File: config.mk
export PLATFORM = sky130hd
export DESIGN_NAME = prbs_stream_flat
export DESIGN_NICKNAME = d
export VERILOG_FILES = /design/src/rtl/prbs_stream_pkg.sv /design/src/rtl/prbs_stream_if.sv /design/src/rtl/prbs_stream_lane.sv /design/src/rtl/prbs_stream.sv /design/src/flat_wrapper.sv
export SDC_FILE = /design/constraint.sdc
export NUM_CORES = 1
export LEC_CHECK = 0
export CORE_MARGIN = 4
export CORE_UTILIZATION = 35
export CTS_CLUSTER_SIZE = 10
export DETAILED_ROUTE_END_ITERATION = 12
export PLACE_DENSITY = 0.56
export SETUP_SLACK_MARGIN = 0.3
export SLEW_MARGIN = 20
export SYNTH_ARGS = -nofsm -noshare
export SYNTH_HDL_FRONTEND = slang
export SYNTH_HIERARCHICAL = 1
export SYNTH_SLANG_ARGS = --single-unit
export TNS_END_PERCENT = 50
File: constraint.sdc
create_clock -name clock -period 5.9 [get_ports clock]
set_input_delay 0.59 -clock clock [delete_from_list [all_inputs] [get_ports clock]]
set_output_delay 0.59 -clock clock [all_outputs]
set_load 0.01 [all_outputs]
File: src/rtl/prbs_stream_pkg.sv
// Shared definitions for the multi-lane PRBS31 / counter stream generator:
// FSM states, mode encodings, PRBS31 tap positions and the per-lane seed rule.
package prbs_stream_pkg;

    typedef enum logic [1:0] {
        ST_IDLE = 2'b00,
        ST_RUN  = 2'b01,
        ST_DONE = 2'b10
    } state_t;

    typedef enum logic [1:0] {
        MODE_PRBS     = 2'b00,
        MODE_CNT      = 2'b01,
        MODE_ZERO     = 2'b10,
        MODE_PRBS_ALT = 2'b11
    } mode_t;

    localparam int WORD_W      = 32;
    localparam int PRBS_LEN    = 31;
    // x^31 + x^28 + 1: feedback taps on the oldest bit and the bit three younger
    localparam int PRBS_TAP_HI = 30;
    localparam int PRBS_TAP_LO = 27;

    function automatic logic [PRBS_LEN-1:0] lane_seed(int unsigned base, int unsigned idx);
        logic [PRBS_LEN-1:0] s;
        s = PRBS_LEN'(base + idx);
        if (s == '0)
            s = PRBS_LEN'(1);
        return s;
    endfunction

endpackage

File: src/rtl/prbs_stream_if.sv
// AXI4-Stream style output bus of the PRBS stream generator, LANES x 32 bits wide.
interface prbs_stream_if #(
    parameter int LANES = 16
);
    logic [32*LANES-1:0] tdata;
    logic                tvalid;
    logic                tready;
    logic                tlast;

    modport master (output tdata, output tvalid, output tlast, input tready);
    modport slave  (input tdata, input tvalid, input tlast, output tready);
endinterface

File: src/rtl/prbs_stream_lane.sv
// One PRBS31 lane: presents the next 32 generated bits on word (first bit at
// bit 0) and jumps 32 bit-steps ahead when advance is asserted.
module prbs31_lane
    import prbs_stream_pkg::*;
#(
    parameter logic [PRBS_LEN-1:0] SEED = 31'd1
) (
    input  logic              clock,
    input  logic              resetn,
    input  logic              load,
    input  logic              advance,
    output logic [WORD_W-1:0] word
);

    logic [PRBS_LEN-1:0] state;
    logic [PRBS_LEN-1:0] state_nxt;
    logic [PRBS_LEN-1:0] s;
    logic                nb;

    // Unrolled 32-step jump; bit 0 of the shift register is the newest bit.
    always_comb begin
        s    = state;
        nb   = 1'b0;
        word = '0;
        for (int j = 0; j < WORD_W; j++) begin
            nb      = s[PRBS_TAP_HI] ^ s[PRBS_TAP_LO];
            word[j] = nb;
            s       = {s[PRBS_LEN-2:0], nb};
        end
        state_nxt = s;
    end

    always_ff @(posedge clock or negedge resetn) begin
        if (!resetn)
            state <= SEED;
        else if (load)
            state <= SEED;
        else if (advance)
            state <= state_nxt;
    end

endmodule

File: src/rtl/prbs_stream.sv
// Multi-lane test-pattern streamer: PRBS31, counter or all-zero beats on an
// AXI-Stream master, with run control and single-beat bit-0 error injection.
module prbs_stream
    import prbs_stream_pkg::*;
#(
    parameter int          LANES     = 16,
    parameter int unsigned SEED_BASE = 1
) (
    input  logic        clock,
    input  logic        resetn,
    input  logic        start,
    input  logic [31:0] beats,
    input  logic [1:0]  mode,
    input  logic        inject_err,
    output logic        busy,
    output logic        done,
    prbs_stream_if.master m_axis
);

    state_t      state;
    mode_t       mode_q;
    logic [31:0] beats_q;
    logic [31:0] cnt;
    logic [31:0] cnt_nxt;
    logic [31:0] cnt_base;
    logic        err_q;
    logic        tvalid_q;
    logic        tlast_q;
    logic        accept;
    logic        load;

    logic [WORD_W-1:0]       lane_word [LANES];
    logic [WORD_W*LANES-1:0] data;

    assign accept  = tvalid_q && m_axis.tready;
    assign load    = (state == ST_IDLE) && start;
    assign cnt_nxt = cnt + 32'd1;

    for (genvar i = 0; i < LANES; i++) begin : g_lane
        prbs31_lane #(
            .SEED (lane_seed(SEED_BASE, i))
        ) u_lane (
            .clock   (clock),
            .resetn  (resetn),
            .load    (load),
            .advance (accept),
            .word    (lane_word[i])
        );
    end

    // Error injection flips only the presented bit; lane and counter state stay clean.
    always_comb begin
        data     = '0;
        cnt_base = cnt * 32'(LANES);
        for (int i = 0; i < LANES; i++) begin
            case (mode_q)
                MODE_CNT:  data[i*WORD_W +: WORD_W] = cnt_base + 32'(i);
                MODE_ZERO: data[i*WORD_W +: WORD_W] = '0;
                default:   data[i*WORD_W +: WORD_W] = lane_word[i];
            endcase
        end
        if (err_q)
            data[0] = ~data[0];
    end

    assign m_axis.tdata  = tvalid_q ? data : '0;
    assign m_axis.tvalid = tvalid_q;
    assign m_axis.tlast  = tlast_q;

    always_ff @(posedge clock or negedge resetn) begin
        if (!resetn) begin
            state    <= ST_IDLE;
            mode_q   <= MODE_PRBS;
            beats_q  <= '0;
            cnt      <= '0;
            busy     <= 1'b0;
            done     <= 1'b0;
            tvalid_q <= 1'b0;
            tlast_q  <= 1'b0;
        end else begin
            case (state)
                ST_IDLE: begin
                    if (start) begin
                        mode_q  <= mode_t'(mode);
                        beats_q <= beats;
                        cnt     <= '0;
                        if (beats == '0) begin
                            state <= ST_DONE;
                            done  <= 1'b1;
                        end else begin
                            state    <= ST_RUN;
                            busy     <= 1'b1;
                            tvalid_q <= 1'b1;
                            tlast_q  <= (beats == 32'd1);
                        end
                    end
                end
                ST_RUN: begin
                    if (accept) begin
                        cnt <= cnt_nxt;
                        if (tlast_q) begin
                            state    <= ST_DONE;
                            busy     <= 1'b0;
                            done     <= 1'b1;
                            tvalid_q <= 1'b0;
                            tlast_q  <= 1'b0;
                        end else begin
                            tlast_q <= (cnt_nxt == beats_q - 32'd1);
                        end
                    end
                end
                ST_DONE: begin
                    state <= ST_IDLE;
                    done  <= 1'b0;
                end
                default: begin
                    state    <= ST_IDLE;
                    busy     <= 1'b0;
                    done     <= 1'b0;
                    tvalid_q <= 1'b0;
                    tlast_q  <= 1'b0;
                end
            endcase
        end
    end

    // A pending request absorbs further requests until its beat is accepted.
    always_ff @(posedge clock or negedge resetn) begin
        if (!resetn)
            err_q <= 1'b0;
        else if (accept && err_q)
            err_q <= 1'b0;
        else if (inject_err)
            err_q <= 1'b1;
    end

endmodule

File: src/flat_wrapper.sv
// flat-port wrapper written by rule: the top's interface ports become plain ports
module prbs_stream_flat import prbs_stream_pkg::*;
#(
    parameter int          LANES     = 16,
    parameter int unsigned SEED_BASE = 1
)
  (clock, resetn, start, beats, mode, inject_err, busy, done, m_axis_tdata, m_axis_tvalid, m_axis_tlast, m_axis_tready);
  prbs_stream_if #(.LANES(LANES)) m_axis_i ();
  input  logic clock;
  input  logic resetn;
  input  logic start;
  input  logic [31:0] beats;
  input  logic [1:0] mode;
  input  logic inject_err;
  output logic busy;
  output logic done;
  output wire logic [$bits(m_axis_i.tdata)-1:0] m_axis_tdata;
  output wire logic [$bits(m_axis_i.tvalid)-1:0] m_axis_tvalid;
  output wire logic [$bits(m_axis_i.tlast)-1:0] m_axis_tlast;
  input wire logic [$bits(m_axis_i.tready)-1:0] m_axis_tready;
  assign m_axis_tdata = m_axis_i.tdata;
  assign m_axis_tvalid = m_axis_i.tvalid;
  assign m_axis_tlast = m_axis_i.tlast;
  assign m_axis_i.tready = m_axis_tready;
  prbs_stream #(.LANES(LANES), .SEED_BASE(SEED_BASE)) u_core (.clock(clock), .resetn(resetn), .start(start), .beats(beats), .mode(mode), .inject_err(inject_err), .busy(busy), .done(done), .m_axis(m_axis_i));
endmodule
# Yosys cells after proc, flatten, opt, wreduce, memory -nomap -nowiden
# Cells that the tools add are included.
[classes]
n_addsub = 17
eq_ne = 11
mux = 75
bitwise = 514
reduce_logical = 14
[op_table]
columns = ["cell", "n"]
rows = [
  ["$pmux 32 s2", 17],
  ["$mux 31", 32],
  ["$mux 512", 1],
  ["$xor 1x1->1", 512],
  ["$add 32x4->32 const B", 8],
  ["$add 32x3->32 const B", 4],
  ["$add 32x1->32 const B", 2],
  ["$add 32x2->32 const B", 2],
  ["$mux 32", 2],
  ["$eq 32x1->1 const B", 1],
  ["$eq 32x32->1", 1],
  ["$logic_not 32->1", 1],
  ["$sub 32x1->32 const B", 1],
  ["$mux 1", 15],
  ["$mux 2", 4],
  ["$reduce_and 4->1", 2],
  ["$ne 2x2->1 const B", 3],
  ["$pmux 1 s3", 2],
  ["$reduce_and 3->1", 2],
  ["$reduce_bool 2->1", 3],
  ["$reduce_and 5->1", 1],
  ["$eq 2x1->1 const B", 2],
  ["$eq 2x2->1 const B", 2],
  ["$ne 2x1->1 const B", 2],
  ["other kinds (6)", 9],
]
[totals]
regBits = 568
input_bits = 39
elab_cells = 655

# Longest topological paths before layout
# Gate-level depths: netlist of the first run.
[depth]
ltp_word = 6
ltp_mapped = 11
mapped_depth_nobuf = 10

# Cells and area by module
# Netlist of the first run, hierarchy kept.
[modules_own_cells]
columns = ["mod", "n_inst", "cells_each", "area_per_inst_um2", "seq_area_each_um2"]
rows = [
  ["prbs_stream", 1, 1714, 9721.8, 1801.7],
  ["prbs31_lane (u_core.g_lane[0].u_lane ...)", 2, 133, 1580.3, 777.0],
  ["prbs31_lane (u_core.g_lane[2].u_lane ...)", 2, 134, 1570.3, 778.2],
  ["prbs31_lane (u_core.g_lane[1].u_lane ...)", 2, 134, 1567.8, 777.0],
  ["prbs31_lane (u_core.g_lane[10].u_lane ...)", 2, 134, 1559.0, 779.5],
  ["prbs31_lane (u_core.g_lane[14].u_lane)", 1, 163, 1622.8, 780.7],
  ["prbs31_lane (u_core.g_lane[13].u_lane)", 1, 164, 1621.6, 779.5],
  ["prbs31_lane (u_core.g_lane[6].u_lane)", 1, 135, 1566.5, 779.5],
  ["prbs31_lane (u_core.g_lane[5].u_lane)", 1, 135, 1564.0, 778.2],
  ["prbs31_lane (u_core.g_lane[8].u_lane)", 1, 133, 1557.7, 778.2],
  ["prbs31_lane (u_core.g_lane[7].u_lane)", 1, 133, 1555.2, 777.0],
  ["prbs31_lane (u_core.g_lane[11].u_lane)", 1, 134, 1554.0, 778.2],
  ["prbs31_lane (u_core.g_lane[9].u_lane)", 1, 134, 1551.5, 778.2],
]

# Least setup slack after synthesis of the first run
# OpenSTA, ideal clock, no wires.
[synth_path]
path_kind = "register to register"
start = "register u_core.beats_q[20]"
end = "register u_core.tlast_q (netlist: u_core/m_axis.tlast)"
setup_time_ps = 66
arrival_time_ps = 2819
t_required_ps = 5834
setup_slack_ps = 3015
path_stages_with_launch = 9
synth_period_minus_slack_ps = 2885
cell_sequence = "dfrtp_1 or4_4 or4_4 or4_4 nor3_4 xnor2_1 or3_1 nor4b_2 a41o_1"
[synth_via]
elab_chain_len = 5
[synth_rtl]
columns = ["element", "line_no", "text"]
rows = [
  ["from (decl)", "prbs_stream.sv:22", "logic [31:0] beats_q;"],
  ["from (signal assigned)", "prbs_stream.sv:85", "beats_q <= beats;"],
  ["$sub 32x1->32", "prbs_stream.sv:108", "tlast_q <= (cnt_nxt == beats_q - 32'd1);"],
  ["$eq 32x32->1", "prbs_stream.sv:108", ""],
  ["$mux 1", "prbs_stream.sv:101", "if (tlast_q) begin"],
  ["$mux 1", "prbs_stream.sv:99", "if (accept) begin"],
  ["$pmux 1 s3", "prbs_stream.sv:81", "case (state)"],
  ["to (signal assigned)", "prbs_stream.sv:94", "tlast_q <= (beats == 32'd1);"],
  ["to (signal assigned)", "prbs_stream.sv:108", ""],
  ["to (decl)", "prbs_stream.sv:28", "logic tlast_q;"],
]
# Every way passes these cells. The select of a mux whose other input is x is not followed.
# A chain may end at the register's enable or synchronous reset.

# Worst setup path after layout of the first run
[layout_path]
start = "register u_core.mode_q[1]"
end = "output port m_axis_tdata[154]"
[layout_via]
elab_chain_len = 3
word_cells_on_any_way = 4
classes_between = "eq/ne (2); mux (2)"
[layout_rtl]
columns = ["element", "line_no", "text"]
rows = [
  ["from (decl)", "prbs_stream.sv:21", "mode_t mode_q;"],
  ["from (signal assigned)", "prbs_stream.sv:84", "mode_q <= mode_t'(mode);"],
  ["$eq 2x2->1 / $eq 2x1->1 (equally long branches)", "prbs_stream.sv:56", "case (mode_q)"],
  ["$pmux 32 s2 (*)", "prbs_stream.sv:56", ""],
  ["$mux 512 (*)", "prbs_stream.sv:66", "assign m_axis.tdata = tvalid_q ? data : '0;"],
  ["to (decl)", "flat_wrapper.sv:17", "output wire logic [$bits(m_axis_i.tdata)-1:0] m_axis_tdata;"],
]
# Mark *: on every way between the ends. The rest lies on a longest branch, timed or not.

==> results.md, run 1 <==
* FF-to-FF End: u_core/cnt[12]$_DFFE_PN0P_
* Root buffer cell: sky130_fd_sc_hd__clkbuf_16
* Number of iterations in the first detailed-routing pass at 6
* Most common cell type on the critical path: sky130_fd_sc_hd__buf_4
* Kind of launch point of the worst setup path: flip-flop
* PnR Total Power at 34.1 mW
* Gr ovfl total at 0
* Worst reg-to-reg setup slack at 2.31 ns
* Final net count at 4370
* Wire per inst at 24.7 µm
* Sum of negative setup slack at 0 ns
* Xor/xnor share of the synthesized area at 0.166
* Setup repair after global routing missed its margin: no
* Post-CTS repair timing setup buffer count at 0
* Core area at 0.0986 mm²
* Power density relative to cell area at 770 mW/mm²
* Area leader, netlist: sky130_fd_sc_hd__dfrtp_1
* Total detailed-routing wirelength at 140000 µm
* Starting utilization of the core area at 0.354
* Cell at the slowest stage of the critical path: sky130_fd_sc_hd__clkdlybuf4s50_1
* Top achievable clock speed at 221 MHz
* Vias in the first global route at 29000
* Final estimated routing congestion in global placement at 0.862
* Sequential share of power at 0.219
* Worst vdd rail ir drop at 0.00120 V
* Vertical extent of the die at 324 µm
* Worst endpoint data arrival time at 3.93 ns
* Wire length of the first global-routing pass at 200000 µm
* Clock network power share at 0.130
* Mean instance size in the synthesized netlist at 8.91 µm²
* Latest clock arrival within the worst-skew pair at 0.64 ns
* Die width at 324 µm
* Total I/O pin count at 555
* Internal portion of total power at 17.4 mW
* Worst r2r path cells at 4
* Largest fanout on the critical path at 20
* Via density per instance at 5.14
* Cell count after synthesis at 3915
* Max clock buf depth at 3
* Seq cells post-synth at 568
* Period minus WS final at 4.52 ns
* Post-synthesis share of cell area spent on and, or, nand and nor gates at 0.103
* Die area at 0.105 mm²
* Dominant cells by area after synthesis: sky130_fd_sc_hd__dfrtp_1 (38%), sky130_fd_sc_hd__mux2i_1 (11%), sky130_fd_sc_hd__xor2_1 (10%)
* Mux contribution to synthesized area at 0.115
* Remaining design rule violation count at 0
* Hold Crit Endpoint: u_core/done$_DFFE_PN0P_
* Final worst hold slack at 0.473 ns
* Sequential area share after synthesis at 0.409
* Total setup violations reported at the end of the flow at 0
* Worst r2r src: u_core/m_axis.tvalid$_DFFE_PN0P_
* Clk sinks at 568
* Total standard cell area after synthesis at 0.0349 mm²
* Synthesized Nets at 3957
* Count of distinct cell types in the synthesized netlist at 53
* Class of the most critical setup path: reg2out
* Synth Area in Compound Gates at 0.112
* Syn. warnings at 6
* Worst Hold Launch: u_core/done$_DFFE_PN0P_
* H-tree Lvls at 3
* Overall Global Routing Usage at 0.258
* EDFF count, synth at 0
* Port Buffers at 554
* Final clock skew at 0.0236 ns
* TritonCTS clock tree: done
* Worst Setup End Kind: output pin
* Critical Path, Cell by Cell: inv_1 -> ha_4 -> and2_2 -> buf_4 -> a21oi_4 -> buf_4 -> a21oi_1 -> clkdlybuf4s50_1
* Number of max-capacitance violations reported at 0
* Switching power at 16.7 mW
* Fraction of the cycle the final worst path needs at 0.767
* Required time at the worst-slack endpoint at 5.31 ns
* Flip-flop cell with the highest count after synthesis: sky130_fd_sc_hd__dfrtp_1
* Via count at 29100
* # hold bufs at CTS at 1
* Post_cts resized at 0
* Worst Hold Path Cells at 1
* Count leader, synth: sky130_fd_sc_hd__inv_1
* Antenna-violating nets left at 0
* Static leakage at 21.4 nW
* Critical Path Max Stage Delay at 0.65 ns
* Status: finished clean
* Yosys top cell area share at 0.384
* Largest net degree at the start of global routing at 204
* Slew @ Worst Pin at 1.38 ns
* Async set or reset register ratio after synthesis at 1.00
* Endpoints failing hold at 0
* Worst slew margin at 0.0791
* Final Max Slew Viols at 0
* Antenna violations before repair at 3
* CTS buffer count at 72
* Fraction of final layout cells sized beyond drive strength 1 at 0.0589
* Clock edge transition at the registers on the reported setup and hold paths at 0.05 ns
* Net Sw Frac at 0.490
* DP HPWL at 97100 µm
* Adder and majority cell fraction of the synthesized area at 0.00108
* Logic gate share of total power at 0.652
* Area added between synthesis and finish at 26.9%
* Classification of the worst-slack hold path: reg2reg
* Iteration-0 DRC count of the detailed router at 2909
* Number of rows created at floorplan at 115
* Main combinational cell family by area after synthesis: XOR/XNOR gates
* Ranking of synthesized cells by instance count: sky130_fd_sc_hd__inv_1 (556), sky130_fd_sc_hd__dfrtp_1 (535), sky130_fd_sc_hd__a21oi_1 (521)
## stage by stage
stage                     cell area [µm²]  utilization  cells  setup WS [ns]
final                               44200        0.449   5669           1.38
after global routing                44200        0.449   5666           1.32
after CTS                           44200        0.448   5665           1.23
after detailed placement            41900        0.425   5539           1.92
after global placement              41600        0.422   5530           1.94
after floorplan                     34900            -   3915           3.02
## logic make-up after synthesis
| family | Yosys count |
|---|---|
| adder cells (fa/ha/maj) | 3 |
| AND/OR/NAND/NOR | 821 |
| buffers and inverters | 826 |
| multiplexers | 399 |
| AO/OA/AOI/OAI | 702 |
| flip-flops | 568 |
| XOR/XNOR | 596 |
## metal layers
layer	global-route usage	share of wire
met1	0.347	0.43
met3	0.0490	0.068
met4	0.0855	0.035
met2	0.421	0.47
met5	0	0
## area by class of cell
type	instances	area [µm²]
fillers	9590	54300
multi-input cells	2521	17700
flip-flops and latches	568	14300
repair buffers	609	6310
clock buffers	117	2210
inverters	556	2090
well taps	1287	1610
clock inverters	8	100
diodes	3	7.51
## power groups by stage
stage,clock (mW),sequential [mW],combinational [mW]
global route,4.67,7.66,23.6
floorplan,0,6.92,11.3
global placement,0,7.47,21.8
CTS,4.51,7.45,22.2
detailed placement,0,7.50,22.1
finish,4.41,7.46,22.2
## cell usage in the layout (no fill, tap or decap), drive strengths merged, types with 2 or more instances in the layout
cell type / n
mux2i: 399
a31oi: 4
diode: 3
bufinv: 2
nor4: 24
xor2: 416
a22o: 2
and3: 40
ha: 3
and2: 7
nor4b: 2
a21oi: 521
nand2b: 2
clkinv: 3
nor2: 503
clkbuf: 117
o31ai: 18
a211o: 33
nand2: 130
o21ai: 47
nor2b: 34
or3: 3
nor3: 14
dfrtp: 535
dfstp: 33
or4: 10
a21o: 5
inv: 558
and4: 4
xor3: 30
a211oi: 67
xnor2: 149
buf: 55
nand4: 20
nand3: 24
clkdlybuf4s50: 553
## worst max path at each step
stage | from | endpoint | slack [ns] | depth (start not counted)
6_report | u_core/mode_q[1]$_DFFE_PN0P_ | m_axis_tdata[154] | 1.38 | 8
5_1_grt | u_core/mode_q[1]$_DFFE_PN0P_ | m_axis_tdata[154] | 1.32 | 8
4_1_cts | u_core/mode_q[0]$_DFFE_PN0P_ | m_axis_tdata[486] | 1.23 | 5
3_5_place_dp | u_core/mode_q[0]$_DFFE_PN0P_ | m_axis_tdata[262] | 1.92 | 5
3_3_place_gp | u_core/mode_q[1]$_DFFE_PN0P_ | m_axis_tdata[198] | 1.94 | 6
2_1_floorplan | u_core/beats_q[20]$_DFFE_PN0P_ | u_core/m_axis.tlast$_DFFE_PN0P_ | 3.02 | 8
## flip-flops by register name, indices dropped and copies added (netlist names)
name,count
u_core/err_q,1
u_core/g_lane.u_lane/state,496
u_core/beats_q,32
u_core/m_axis.tvalid,1
u_core/mode_q,2
u_core/state,2
u_core/done,1
u_core/cnt,32
u_core/m_axis.tlast,1
## worst max-delay path: cells and delay by family (launching register included)
kind	cells	cell delay [ns]
buf+inv	4	1.65
compound gates	2	0.67
simple gates	1	0.46
flops	1	0.36
fa+ha+maj	1	0.14
Note: power is estimated with default switching activity, not from simulation.
==> run 2: changes to the inputs <==
PLACE_DENSITY = 0.58   (was 0.56)
clock period = 3.8 ns   (was 5.9 ns; I/O delays follow)
==> results.md, run 2 (synthesis gave the netlist of run 1 again) <==
* Setup repair after global routing missed its margin: yes
* Most flops, register: u_core/g_lane.u_lane/state
* Number of rows created at floorplan at 115
* Total I/O pin count at 555
* Iteration-0 DRC count of the detailed router at 2801
* Largest fanout on the critical path at 11
* Required time at the worst-slack endpoint at 3.42 ns
* FF-to-FF End: u_core/m_axis.tlast$_DFFE_PN0P_
* Gr ovfl total at 0
* Critical Path Max Stage Delay at 0.61 ns
* Class of the most critical setup path: reg2out
* Static leakage at 22.0 nW
* Cell at the slowest stage of the critical path: sky130_fd_sc_hd__clkdlybuf4s50_1
* Worst Hold Launch: beats[30]
* Overall Global Routing Usage at 0.258
* Die width at 324 µm
* Worst Hold Path Cells at 3
* Via density per instance at 5.16
* DP HPWL at 97800 µm
* Via count at 29800
* Kind of launch point of the worst setup path: flip-flop
* CTS buffer count at 72
* Die area at 0.105 mm²
* Crit path buffers/inverters at 4
* Final net count at 4464
* Total detailed-routing wirelength at 139000 µm
* Period minus WS final at 3.46 ns
* Most common cell after layout, fill and taps aside: sky130_fd_sc_hd__inv_1
* Starting utilization of the core area at 0.354
* Number of iterations in the first detailed-routing pass at 6
* Number of fill cells at 9500
* Remaining design rule violation count at 0
* Vertical extent of the die at 324 µm
* Worst endpoint data arrival time at 3.08 ns
* Slew @ Worst Pin at 1.10 ns
* Final Max Slew Viols at 0
* Worst reg-to-reg setup slack at 0.69 ns
* Final clock skew at 0.0322 ns
* Fraction of the cycle the final worst path needs at 0.910
* Largest registers ranked by flip-flop count: u_core/g_lane.u_lane/state x496, u_core/beats_q x32, u_core/cnt x32
* Total setup violations reported at the end of the flow at 0
* Vias in the first global route at 29700
* Footprint of the flip-flops and latches at 0.0143 mm²
* CP delay by family, top: buffers and inverters
* Worst r2r path cells at 8
* Worst slew margin at 0.268
* Critical Path, Cell by Cell: inv_1 -> ha_4 -> and2_4 -> buf_4 -> a21oi_4 -> buf_4 -> a21oi_1 -> clkdlybuf4s50_1
* Sum of negative setup slack at 0 ns
* Antenna violations before repair at 1
* Number of placed instances with taps included at 5566
* Number of max-capacitance violations reported at 0
* Worst vdd rail ir drop at 0.000681 V
* Number of flip-flops in the largest register at 496
* H-tree Lvls at 3
* Root buffer cell: sky130_fd_sc_hd__clkbuf_16
* Port Buffers at 554
* Worst r2r src: u_core/beats_q[20]$_DFFE_PN0P_
* Area added between synthesis and finish at 30.1%
* Fraction of final layout cells sized beyond drive strength 1 at 0.0853
* Latest clock arrival within the worst-skew pair at 0.65 ns
* Core area at 0.0986 mm²
* Clk sinks at 568
* Antenna-violating nets left at 0
* Hold Crit Endpoint: u_core/beats_q[30]$_DFFE_PN0P_
* Final Non-Filler Cells at 5765
* Clock edge transition at the registers on the reported setup and hold paths at 0.06 ns
* Endpoints failing hold at 0
* Power density relative to cell area at 1200 mW/mm²
* Top achievable clock speed at 289 MHz
* Final estimated routing congestion in global placement at 0.880
* Worst Setup End Kind: output pin
* Area occupied by multi-input gates at 0.0178 mm²
* Most common cell type on the critical path: sky130_fd_sc_hd__buf_4
* Leading cell types in the layout, fill and taps excluded: sky130_fd_sc_hd__inv_1 (555), sky130_fd_sc_hd__clkdlybuf4s50_1 (553), sky130_fd_sc_hd__dfrtp_1 (534), sky130_fd_sc_hd__nor2_1 (501), sky130_fd_sc_hd__a21oi_1 (465)
* Status: finished clean
* Max clock buf depth at 3
* Classification of the worst-slack hold path: in2reg
* Wire length of the first global-routing pass at 201000 µm
* Ant diodes at 0
* Wire per inst at 24.2 µm
* TritonCTS clock tree: done
* Largest net degree at the start of global routing at 205
==> run 2: cell types whose count changed in the layout (fill, tap and decap cells not counted), sizes merged <==
cell	change
clkinvlp	-1
buf	+91
clkinv	+3
clkbuf	+4
diode	-3
bufbuf	+2
==> run 2: final cells by class <==
type,count,area share
Tap cell,1287,0.0355
Clock inverter,10,0.00337
Timing Repair Buffer,703,0.161
Inverter,556,0.0462
Clock buffer,120,0.0479
Multi-Input combinational cell,2521,0.392
Sequential cell,568,0.314
==> run 2: tightest hold or removal path, cell delays in order <==
cell and delay [ns]:
sky130_fd_sc_hd__clkdlybuf4s50_1 0.42, sky130_fd_sc_hd__nand2_1 0.07, sky130_fd_sc_hd__nand2_1 0.04
==> run 2: what timing repair did <==
action	4_1_cts	5_1_grt
pin swaps	8	0
setup endpoints to repair	496	132
resized for setup	29	13
endpoints found under the hold margin	68	0
hold buffers	1	0
setup buffers	58	6
gates cloned	2	1
==> run 2: where the power goes <==
group / switching [mW] / internal (mW) / total, mW / leakage, nW
Combinational: 20.6 / 15.5 / 36.1 / 13.6
Sequential: 2.98 / 8.56 / 11.5 / 7.24
Clock: 2.77 / 4.04 / 6.81 / 1.13
Total: 26.4 / 28.1 / 54.5 / 22.0
==> run 2: layer usage <==
metal / share of wire / vias up / track usage
li1: - / 13700 / -
met1: 0.43 / 14800 / 0.344
met2: 0.47 / 1130 / 0.420
met3: 0.061 / 191 / 0.0442
met4: 0.039 / 0 / 0.0974
met5: 0 / - / 0
==> run 2: worst max path at each step <==
stage / to / startpoint / cells after the start
2_1_floorplan: u_core/m_axis.tlast$_DFFE_PN0P_ / u_core/beats_q[20]$_DFFE_PN0P_ / 8
3_3_place_gp: m_axis_tdata[496] / u_core/mode_q[1]$_DFFE_PN0P_ / 7
3_5_place_dp: m_axis_tdata[93] / u_core/mode_q[0]$_DFFE_PN0P_ / 7
4_1_cts: m_axis_tdata[40] / u_core/mode_q[0]$_DFFE_PN0P_ / 7
5_1_grt: m_axis_tdata[40] / u_core/mode_q[0]$_DFFE_PN0P_ / 7
6_report: m_axis_tdata[171] / u_core/mode_q[1]$_DFFE_PN0P_ / 8
==> run 2: metrics by stage <==
stage | util | cell area, µm² | total power [mW] | hold WS (ns) | worst slack, ns
after floorplan | - | 34900 | 28.4 | 0.0844 | 0.915
after global placement | 0.425 | 41900 | 45.4 | 0.461 | 0.293
after detailed placement | 0.426 | 42000 | 45.6 | 0.474 | 0.346
after CTS | 0.459 | 45200 | 54.3 | 0.254 | 0.193
after global routing | 0.460 | 45300 | 57.4 | 0.292 | 0.260
final | 0.460 | 45300 | 54.5 | 0.305 | 0.342
